==> config.mk <==
export PLATFORM = sky130hd
export DESIGN_NAME = capture_readout
export DESIGN_NICKNAME = d
export VERILOG_FILES = /design/src/rtl/capture_readout_pkg.sv /design/src/rtl/capture_word_mux.sv /design/src/rtl/capture_readout.sv
export SDC_FILE = /design/constraint.sdc
export NUM_CORES = 1
export LEC_CHECK = 0
export BUFFER_PORTS_ARGS = -buffer_cell sky130_fd_sc_hd__buf_2
export CORE_ASPECT_RATIO = 1.25
export CORE_MARGIN = 1.5
export CORE_UTILIZATION = 30
export DETAILED_ROUTE_END_ITERATION = 10
export HOLD_SLACK_MARGIN = 0.02
export PLACE_DENSITY_LB_ADDON = 0.08
export RECOVER_POWER = 50
export SKIP_LAST_GASP = 1
export SLEW_MARGIN = 25
export SYNTH_ARGS = -nofsm -noshare
export SYNTH_HDL_FRONTEND = slang
export SYNTH_HIERARCHICAL = 1
export SYNTH_SLANG_ARGS = --single-unit
==> constraint.sdc <==
create_clock -name clk -period 4.35 [get_ports clk]
set_input_delay 0.2175 -clock clk [delete_from_list [all_inputs] [get_ports clk]]
set_output_delay 0.2175 -clock clk [all_outputs]
set_load 0.03 [all_outputs]
==> src/rtl/capture_readout_pkg.sv <==
// -----------------------------------------------------------------------------
// capture_readout_pkg
// Shared definitions for the capture buffer readout engine: default widths,
// FSM state encoding and the words-per-sample helper.
// -----------------------------------------------------------------------------
package capture_readout_pkg;

   localparam int DEF_DATA_WIDTH = 72;
   localparam int DEF_ADDR_WIDTH = 12;
   localparam int DEF_WORD_WIDTH = 32;

   typedef enum logic [2:0] {
      ST_IDLE   = 3'd0,
      ST_READ   = 3'd1,
      ST_WAIT   = 3'd2,
      ST_SEND   = 3'd3,
      ST_FINISH = 3'd4
   } state_t;

   // Number of host words needed to carry one sample (ceiling division).
   function automatic int calc_wps(input int data_width, input int word_width);
      return (data_width + word_width - 1) / word_width;
   endfunction

   // Width of the word index; never narrower than one bit.
   function automatic int calc_idx_width(input int wps);
      return (wps > 1) ? $clog2(wps) : 1;
   endfunction

endpackage

==> src/rtl/capture_word_mux.sv <==
// -----------------------------------------------------------------------------
// capture_word_mux
// Combinational slicer: picks word i_index out of a sample, least-significant
// word first. The topmost word is zero-padded above the sample MSB.
// Ports:
//   i_sample  sample to slice (DATA_WIDTH)
//   i_index   word index 0..WPS-1 (IDX_W)
//   o_word    selected word (WORD_WIDTH); zero for an out-of-range index
// -----------------------------------------------------------------------------
module capture_word_mux
   import capture_readout_pkg::*;
#(
   parameter int DATA_WIDTH = DEF_DATA_WIDTH,
   parameter int WORD_WIDTH = DEF_WORD_WIDTH,
   parameter int WPS        = calc_wps(DATA_WIDTH, WORD_WIDTH),
   parameter int IDX_W      = calc_idx_width(WPS)
)(
   input  logic [DATA_WIDTH-1:0] i_sample,
   input  logic [IDX_W-1:0]      i_index,
   output logic [WORD_WIDTH-1:0] o_word
);

   logic [WPS*WORD_WIDTH-1:0] w_padded;
   logic [WORD_WIDTH-1:0]     w_words [WPS];

   always_comb begin
      w_padded                 = '0;
      w_padded[DATA_WIDTH-1:0] = i_sample;
   end

   genvar gi;
   generate
      for (gi = 0; gi < WPS; gi++) begin : g_slice
         assign w_words[gi] = w_padded[gi*WORD_WIDTH +: WORD_WIDTH];
      end
   endgenerate

   always_comb begin
      o_word = '0;
      for (int i = 0; i < WPS; i++) begin
         if (i_index == IDX_W'(i)) begin
            o_word = w_words[i];
         end
      end
   end

endmodule

==> src/rtl/capture_readout.sv <==
// -----------------------------------------------------------------------------
// capture_readout
// Streams a finished capture out of an external buffer to the host, one
// sample at a time, as WPS words per sample over a valid/ready handshake.
// Ports:
//   clk, reset          clock, synchronous active-high reset
//   clk_enable          low freezes all state and outputs
//   start               host readout request (honoured only in idle)
//   capture_done        buffer holds a finished capture
//   sample_count        stored samples, 0..2^ADDR_WIDTH
//   mem_rd_en/mem_addr  buffer read strobe and address
//   mem_rdata           buffer data, valid one cycle after mem_rd_en
//   o_word/o_valid      host word and its valid
//   o_ready             host accepts the word
//   o_last              final word of the readout
//   busy/done           readout active / one-cycle completion pulse
// -----------------------------------------------------------------------------
module capture_readout
   import capture_readout_pkg::*;
#(
   parameter int DATA_WIDTH = DEF_DATA_WIDTH,
   parameter int ADDR_WIDTH = DEF_ADDR_WIDTH,
   parameter int WORD_WIDTH = DEF_WORD_WIDTH
)(
   input  logic                  clk,
   input  logic                  reset,
   input  logic                  clk_enable,
   input  logic                  start,
   input  logic                  capture_done,
   input  logic [ADDR_WIDTH:0]   sample_count,
   output logic                  mem_rd_en,
   output logic [ADDR_WIDTH-1:0] mem_addr,
   input  logic [DATA_WIDTH-1:0] mem_rdata,
   output logic [WORD_WIDTH-1:0] o_word,
   output logic                  o_valid,
   input  logic                  o_ready,
   output logic                  o_last,
   output logic                  busy,
   output logic                  done
);

   localparam int WPS   = calc_wps(DATA_WIDTH, WORD_WIDTH);
   localparam int IDX_W = calc_idx_width(WPS);

   localparam logic [IDX_W-1:0]      LAST_IDX = IDX_W'(WPS - 1);
   localparam logic [IDX_W-1:0]      IDX_ONE  = IDX_W'(1);
   localparam logic [ADDR_WIDTH-1:0] ADDR_ONE = ADDR_WIDTH'(1);
   localparam logic [ADDR_WIDTH:0]   CNT_ONE  = (ADDR_WIDTH+1)'(1);

   state_t                  r_state;
   logic [ADDR_WIDTH-1:0]   r_addr;
   logic [ADDR_WIDTH-1:0]   r_last_addr;
   logic [DATA_WIDTH-1:0]   r_sample;
   logic [IDX_W-1:0]        r_idx;
   logic                    r_rd_en;
   logic                    r_valid;
   logic                    r_last;
   logic                    r_busy;
   logic                    r_done;

   logic [ADDR_WIDTH:0]     w_count_m1;
   logic                    w_zero_count;
   logic                    w_is_last_sample;
   logic                    w_transfer;
   logic [WORD_WIDTH-1:0]   w_word;

   // Latching count-1 as an ADDR_WIDTH value lets a full buffer
   // (2^ADDR_WIDTH samples) end at the top address without wrapping.
   assign w_count_m1       = sample_count - CNT_ONE;
   assign w_zero_count     = (sample_count == '0);
   assign w_is_last_sample = (r_addr == r_last_addr);
   assign w_transfer       = r_valid & o_ready;

   always_ff @(posedge clk) begin
      if (reset) begin
         r_state     <= ST_IDLE;
         r_addr      <= '0;
         r_last_addr <= '0;
         r_sample    <= '0;
         r_idx       <= '0;
         r_rd_en     <= 1'b0;
         r_valid     <= 1'b0;
         r_last      <= 1'b0;
         r_busy      <= 1'b0;
         r_done      <= 1'b0;
      end else if (clk_enable) begin
         case (r_state)
            ST_IDLE: begin
               r_done <= 1'b0;
               if (start && capture_done) begin
                  r_busy <= 1'b1;
                  r_addr <= '0;
                  if (w_zero_count) begin
                     r_done  <= 1'b1;
                     r_state <= ST_FINISH;
                  end else begin
                     r_last_addr <= w_count_m1[ADDR_WIDTH-1:0];
                     r_rd_en     <= 1'b1;
                     r_state     <= ST_READ;
                  end
               end
            end
            ST_READ: begin
               r_rd_en <= 1'b0;
               r_state <= ST_WAIT;
            end
            ST_WAIT: begin
               // Read data is valid in this cycle, one after the strobe.
               r_sample <= mem_rdata;
               r_idx    <= '0;
               r_valid  <= 1'b1;
               r_last   <= (WPS == 1) && w_is_last_sample;
               r_state  <= ST_SEND;
            end
            ST_SEND: begin
               if (w_transfer) begin
                  if (r_idx == LAST_IDX) begin
                     r_valid <= 1'b0;
                     r_last  <= 1'b0;
                     if (w_is_last_sample) begin
                        r_done  <= 1'b1;
                        r_state <= ST_FINISH;
                     end else begin
                        r_addr  <= r_addr + ADDR_ONE;
                        r_rd_en <= 1'b1;
                        r_state <= ST_READ;
                     end
                  end else begin
                     r_idx  <= r_idx + IDX_ONE;
                     r_last <= ((r_idx + IDX_ONE) == LAST_IDX) && w_is_last_sample;
                  end
               end
            end
            ST_FINISH: begin
               r_done  <= 1'b0;
               r_busy  <= 1'b0;
               r_state <= ST_IDLE;
            end
            default: begin
               r_state <= ST_IDLE;
            end
         endcase
      end
   end

   // Word is sliced from registered sample/index, so it stays stable
   // through a stall and reads zero after reset.
   capture_word_mux #(
      .DATA_WIDTH (DATA_WIDTH),
      .WORD_WIDTH (WORD_WIDTH),
      .WPS        (WPS),
      .IDX_W      (IDX_W)
   ) u_word_mux (
      .i_sample (r_sample),
      .i_index  (r_idx),
      .o_word   (w_word)
   );

   assign mem_rd_en = r_rd_en;
   assign mem_addr  = r_addr;
   assign o_word    = w_word;
   assign o_valid   = r_valid;
   assign o_last    = r_last;
   assign busy      = r_busy;
   assign done      = r_done;

endmodule

# --- Yosys cells after proc, flatten, opt, wreduce, memory -nomap -nowiden ---
# Index checks and enable logic that the tools add are counted.
word_totals:
  register_bits: 106
  latchBits: 0
  ram_bits: 0
  mem_bits_ro: 0
  in_bits: 91
  word_cells: 87
  mem_count: 0
classes:
  addsub: 3
  multipliers: 0
  div_mod_pow: 0
  magnitude_cmp: 0
  n_eq_ne: 15
  shifts: 0
  n_mux: 37
  bitwise_logic: 2
  n_reduce_logical: 20
op_table:
  columns: ["operator", "count"]
  rows:
  - ["2-to-1 mux 32 bit", 3]
  - ["2-to-1 mux 12 bit", 4]
  - ["one-hot mux 12 bit (2 select lines)", 1]
  - ["AND reduction 4 bit", 4]
  - ["2-to-1 mux 1 bit", 15]
  - ["2-to-1 mux 3 bit", 5]
  - ["inequality test 2 bit (second input constant)", 7]
  - ["zero test 13 bit", 1]
  - ["adder 12 x 1 -> 12 bit (second input constant)", 1]
  - ["== test 12 bit", 1]
  - ["one-hot mux 3 bit (4 select lines)", 1]
  - ["subtractor 12 x 1 -> 12 bit (second input constant)", 1]
  - ["AND reduction 7 bit", 1]
  - ["== test 3 x 2 -> 1 bit (second input constant)", 2]
  - ["one-hot mux 1 bit (2 select lines)", 3]
  - ["one-hot mux 1 bit (3 select lines)", 2]
  - ["AND reduction 3 bit", 2]
  - ["AND reduction 6 bit", 1]
  - ["nonzero test 2 bit", 3]
  - ["nonzero test 3 bit", 2]
  - ["AND reduction 5 bit", 1]
  - ["== test 2 bit (second input constant)", 2]
  - ["2-to-1 mux 2 bit", 2]
  - ["one-hot mux 2 bit (2 select lines)", 1]
  - ["other kinds (10)", 11]

# --- Logic depth before layout (Yosys ltp) ---
depth:
  depth_word: 6
  depth_mapped: 8
  ltp_nobuf: 7

# --- Modules after synthesis ---
# The synthesis kept the hierarchy.
modules_own_cells:
  columns: ["mod", "instances", "cells_per_inst", "area_per_inst_um2"]
  rows:
  - ["capture_readout", 1, 559, 4443.0]
  - ["capture_word_mux", 1, 74, 568.0]

# --- Least setup slack after synthesis ---
# No wires, ideal clock.
synth_timing:
  path_type: "reg2reg"
  startpoint: "register r_addr[4] (netlist: mem_addr[4])"
  endpoint: "register r_addr[5] (netlist: mem_addr[5])"
  setup_ns: 0.138
  arrival_time_ns: 1.938
  t_required_ns: 4.212
  path_slack_ns: 2.274
  stages_incl_launch_ff: 8
  path_buffers: 2
  period_less_slack_ns: 2.076
  cell_sequence: "dfxtp_1 clkbuf_1 xnor2_1 nand4_1 nor3_1 or3_1 buf_2 o41ai_2"
synth_via:
  elab_chain_len: 5
synth_rtl:
  columns: ["element", "line", "text"]
  rows:
  - ["from (decl)", "capture_readout.sv:51", "logic [ADDR_WIDTH-1:0] r_addr;"]
  - ["from (signal assigned)", "capture_readout.sv:124", "r_addr <= r_addr + ADDR_ONE;"]
  - ["adder 12 x 1 -> 12 bit", "capture_readout.sv:124", null]
  - ["2-to-1 mux 12 bit", "capture_readout.sv:120", "if (w_is_last_sample) begin"]
  - ["2-to-1 mux 12 bit", "capture_readout.sv:117", "if (r_idx == LAST_IDX) begin"]
  - ["2-to-1 mux 12 bit", "capture_readout.sv:116", "if (w_transfer) begin"]
  - ["one-hot mux 12 bit (2 select lines)", "capture_readout.sv:87", "case (r_state)"]
# Parallel ways exist; a longest one is shown, timed or not. The select of a mux whose other input is x is not followed.
# A chain may end at the register's enable or synchronous reset.

# --- Worst setup path after layout ---
layout_timing:
  startpoint: "register r_state[2]"
  endpoint: "register r_sample[50]"
layout_via:
  elab_chain_len: 2
layout_rtl:
  columns: ["element", "line", "text"]
  rows:
  - ["from (decl)", "capture_readout.sv:50", "state_t r_state;"]
  - ["from (signal assigned)", "capture_readout.sv:76", "r_state <= ST_IDLE;"]
  - ["from (signal assigned)", "capture_readout.sv:95", "r_state <= ST_FINISH;"]
  - ["from (signal assigned)", "capture_readout.sv:99", "r_state <= ST_READ;"]
  - ["== test 3 x 2 -> 1 bit", "capture_readout.sv:87", null]
  - ["AND reduction 2 bit (no source line)", null, null]
  - ["to (signal assigned)", "capture_readout.sv:109", "r_sample <= mem_rdata;"]
  - ["to (decl)", "capture_readout.sv:53", "logic [DATA_WIDTH-1:0] r_sample;"]
# No other way between the ends.

==> flow_metrics.env <==
export IMPL_status="finished with violations"
export IMPL_violations="capacitance limit, slew limit"
export IMPL_met1_length_mm=6.36
export IMPL_track_usage=0.164
export IMPL_hpwl_mm=9.93
export IMPL_slew_violations=49
export IMPL_tritoncts="done"
export IMPL_end_kind="flop"
export IMPL_pin_count=140
export IMPL_power_density_nw_per_um2=347
export IMPL_hold_viol=0
export IMPL_drc=0
export IMPL_clk_pin_slew_ns=0.07
export IMPL_drt_iter0_markers=250
export IMPL_cts_htree_levels=3
export IMPL_start_util=0.308
export IMPL_synth_edf_count=0
export IMPL_synth_cell_types=49
export IMPL_port_buffers=139
export IMPL_critPathLaunchType="flop"
export IMPL_synth_seq_cells=106
export IMPL_placed_area_um2=5840
export IMPL_vias_per_cell=4.91
export IMPL_hp_class="in2reg"
export IMPL_highest_signal_layer="met5"
export IMPL_final_common_cell="nand2_1"
export IMPL_overflow=0
export IMPL_synth_ff_type="dfxtp_1"
export IMPL_num_rows=52
export IMPL_finalSetupViolCount=0
export IMPL_setup_tns_ns=0
export IMPL_cts_made_buffers=9
export IMPL_cts_hold_buf=0
export IMPL_rsz0062_at_grt="no"
export IMPL_place_congestion=0.754
export IMPL_crit_type="reg2reg"
export IMPL_cp_max_fo=48
export IMPL_grt_pass1_wl_mm=23.2
export IMPL_final_layout_size_suffix_gt1_frac=0.168
export IMPL_final_area_um2=6110
export IMPL_syn2layout_area_growth_pct=21.8
export IMPL_die_width_um=119
export IMPL_core_area_um2=16300
export IMPL_ys_warn_count=6
export IMPL_syn_inst=633
export IMPL_max_slew_margin=-0.235
export IMPL_vias=4735
export IMPL_firstDrtPassIters=4
export IMPL_dr_wl_met2_mm=6.98
export IMPL_antenna_left=0
export IMPL_grt_max_degree=58
export IMPL_fin_nets=840
export IMPL_cts_resized=0
export IMPL_netlist_area_um2=5010
export IMPL_async_flop_share=0
export IMPL_die_area_um2=17500
export IMPL_final_cell_mix="nand2_1 (163), dfxtp_1 (105), buf_2 (99), a21oi_1 (81), nor2_1 (51)"
export IMPL_dieHeight_um=147
export IMPL_grt_pass1_vias=4522
export IMPL_grt_antenna_before_repair=1
export IMPL_finalClockSkew_ns=0.00436
export IMPL_fillers=1753
export IMPL_p_leak_uw=0.00213
export IMPL_clk_path_buf_depth=2
export IMPL_required_ns=4.62
export IMPL_n_antenna_cell=0
export IMPL_worstMarginPinSlew_ns=1.85
export IMPL_finalCriticalPeriod_ns=3.00
export IMPL_syn_num_nets=729
export IMPL_synth_seq_area_share=0.423
export IMPL_post_cts_setup_buffers=0
export IMPL_arrival_ns=3.27
export IMPL_drv_cap=1
export IMPL_fmax_ghz=0.334
export IMPL_ir_drop_mv=0.178
export IMPL_wire_per_inst_um=14.9
export IMPL_cts_sinks=106
export IMPL_dr_wl_met3_um=781
export IMPL_fin_crit_sh=0.689
export IMPL_insertion_delay_ns=0.35
export IMPL_cts_root_buf="clkbuf_16"
export IMPL_final_util=0.375
export IMPL_finalWirelength_mm=14.4
export IMPL_avgSynthCellArea_um2=7.92
-- synthesized netlist by cell type, types with 2 or more instances --
| master | instances | area share |
|---|---|---|
| dfxtp_1 | 106 | 0.42 |
| buf_6 | 3 | 0.0067 |
| nor3_1 | 9 | 0.0090 |
| nand4_1 | 6 | 0.0075 |
| nor2_1 | 52 | 0.039 |
| o31ai_1 | 7 | 0.010 |
| nand3b_1 | 3 | 0.0045 |
| o2bb2ai_1 | 8 | 0.014 |
| buf_2 | 6 | 0.0060 |
| nor4_1 | 4 | 0.0050 |
| a211oi_1 | 14 | 0.021 |
| or3_1 | 5 | 0.0062 |
| ha_1 | 5 | 0.012 |
| a311oi_1 | 2 | 0.0035 |
| clkbuf_1 | 35 | 0.026 |
| nand2_1 | 163 | 0.12 |
| inv_1 | 9 | 0.0067 |
| xor2_1 | 3 | 0.0052 |
| and3_1 | 4 | 0.0050 |
| nand3_1 | 8 | 0.0080 |
| nand2b_1 | 3 | 0.0037 |
| mux2i_1 | 33 | 0.066 |
| o21ai_0 | 8 | 0.0080 |
| xnor2_1 | 17 | 0.030 |
| a41oi_1 | 2 | 0.0035 |
| a21oi_1 | 81 | 0.081 |
| buf_4 | 3 | 0.0045 |
| a31oi_1 | 5 | 0.0062 |
| nor2b_1 | 2 | 0.0025 |
| a21o_1 | 2 | 0.0030 |
| o311ai_0 | 7 | 0.012 |
-- per-stage QoR --
| stage | hold WS, ns | power [uW] | cells | worst slack, ns |
|---|---|---|---|---|
| floorplan | 0.313 | 1160 | 633 | 2.27 |
| global placement | 0.441 | 1250 | 948 | 1.94 |
| detailed placement | 0.446 | 1260 | 949 | 1.98 |
| CTS | 0.0863 | 2160 | 965 | 1.87 |
| global route | 0.0907 | 2220 | 965 | 1.08 |
| finish | 0.0992 | 2120 | 965 | 1.35 |
-- path summary, 6_finish.rpt --
kind                        startpoint                   endpoint  slack (ns)  cells past startpoint
max reg2reg    r_state[2]$_SDFFE_PP0P_  r_sample[50]$_SDFFE_PP0P_        1.35                      5
min reg2reg  r_sample[31]$_SDFFE_PP0P_  r_sample[31]$_SDFFE_PP0P_        0.45                      2
max            r_state[2]$_SDFFE_PP0P_  r_sample[50]$_SDFFE_PP0P_        1.35                      5
min                      mem_rdata[15]  r_sample[15]$_SDFFE_PP0P_         0.1                      3
-- kinds of logic (layout without fill, tap and decap cells) --
kind of cell | count (synthesis) | count (layout) | share of synthesized area
buf+inv | 57 | 173 | 0.0532
simple gates | 266 | 266 | 0.224
xor+xnor | 20 | 20 | 0.0350
mux | 33 | 33 | 0.0659
compound gates | 146 | 146 | 0.186
fa+ha+maj | 5 | 5 | 0.0125
flops | 106 | 106 | 0.423
-- per-layer routing --
layer  up-vias  track usage
li1       2395            -
met1      2198        0.208
met2       127        0.278
met3        13       0.0309
met4         2       0.0590
met5         -            0
-- power breakdown --
part           switching, uW  internal [uW]
Clock                    369            524
Sequential              19.4            995
Combinational            132           80.7
-- cell type report --
cell class / instances / area (um2) / area share
clock buffers: 11 / 243 / 0.0398
clock inverters: 5 / 85.1 / 0.0139
inverters: 9 / 33.8 / 0.00553
multi-input cells: 470 / 2630 / 0.430
flip-flops and latches: 106 / 2120 / 0.348
well taps: 216 / 270 / 0.0443
repair buffers: 148 / 726 / 0.119
-- flip-flops by register name (all words and copies together), names as in the netlist --
| register | cells |
|---|---|
| busy | 1 |
| done | 1 |
| mem_addr | 12 |
| mem_rd_en | 1 |
| o_last | 1 |
| o_valid | 1 |
| r_idx | 2 |
| r_last_addr | 12 |
| r_sample | 72 |
| r_state | 3 |
-- critical path, stage by stage, from the launching register on --
cell      delay [ns]
dfxtp_1         0.53
nand3b_1        0.24
nand2b_1        1.39
buf_4           0.49
nand2_1         0.10
a21oi_1         0.15
No activity file was read; power rests on OpenSTA's default activity.
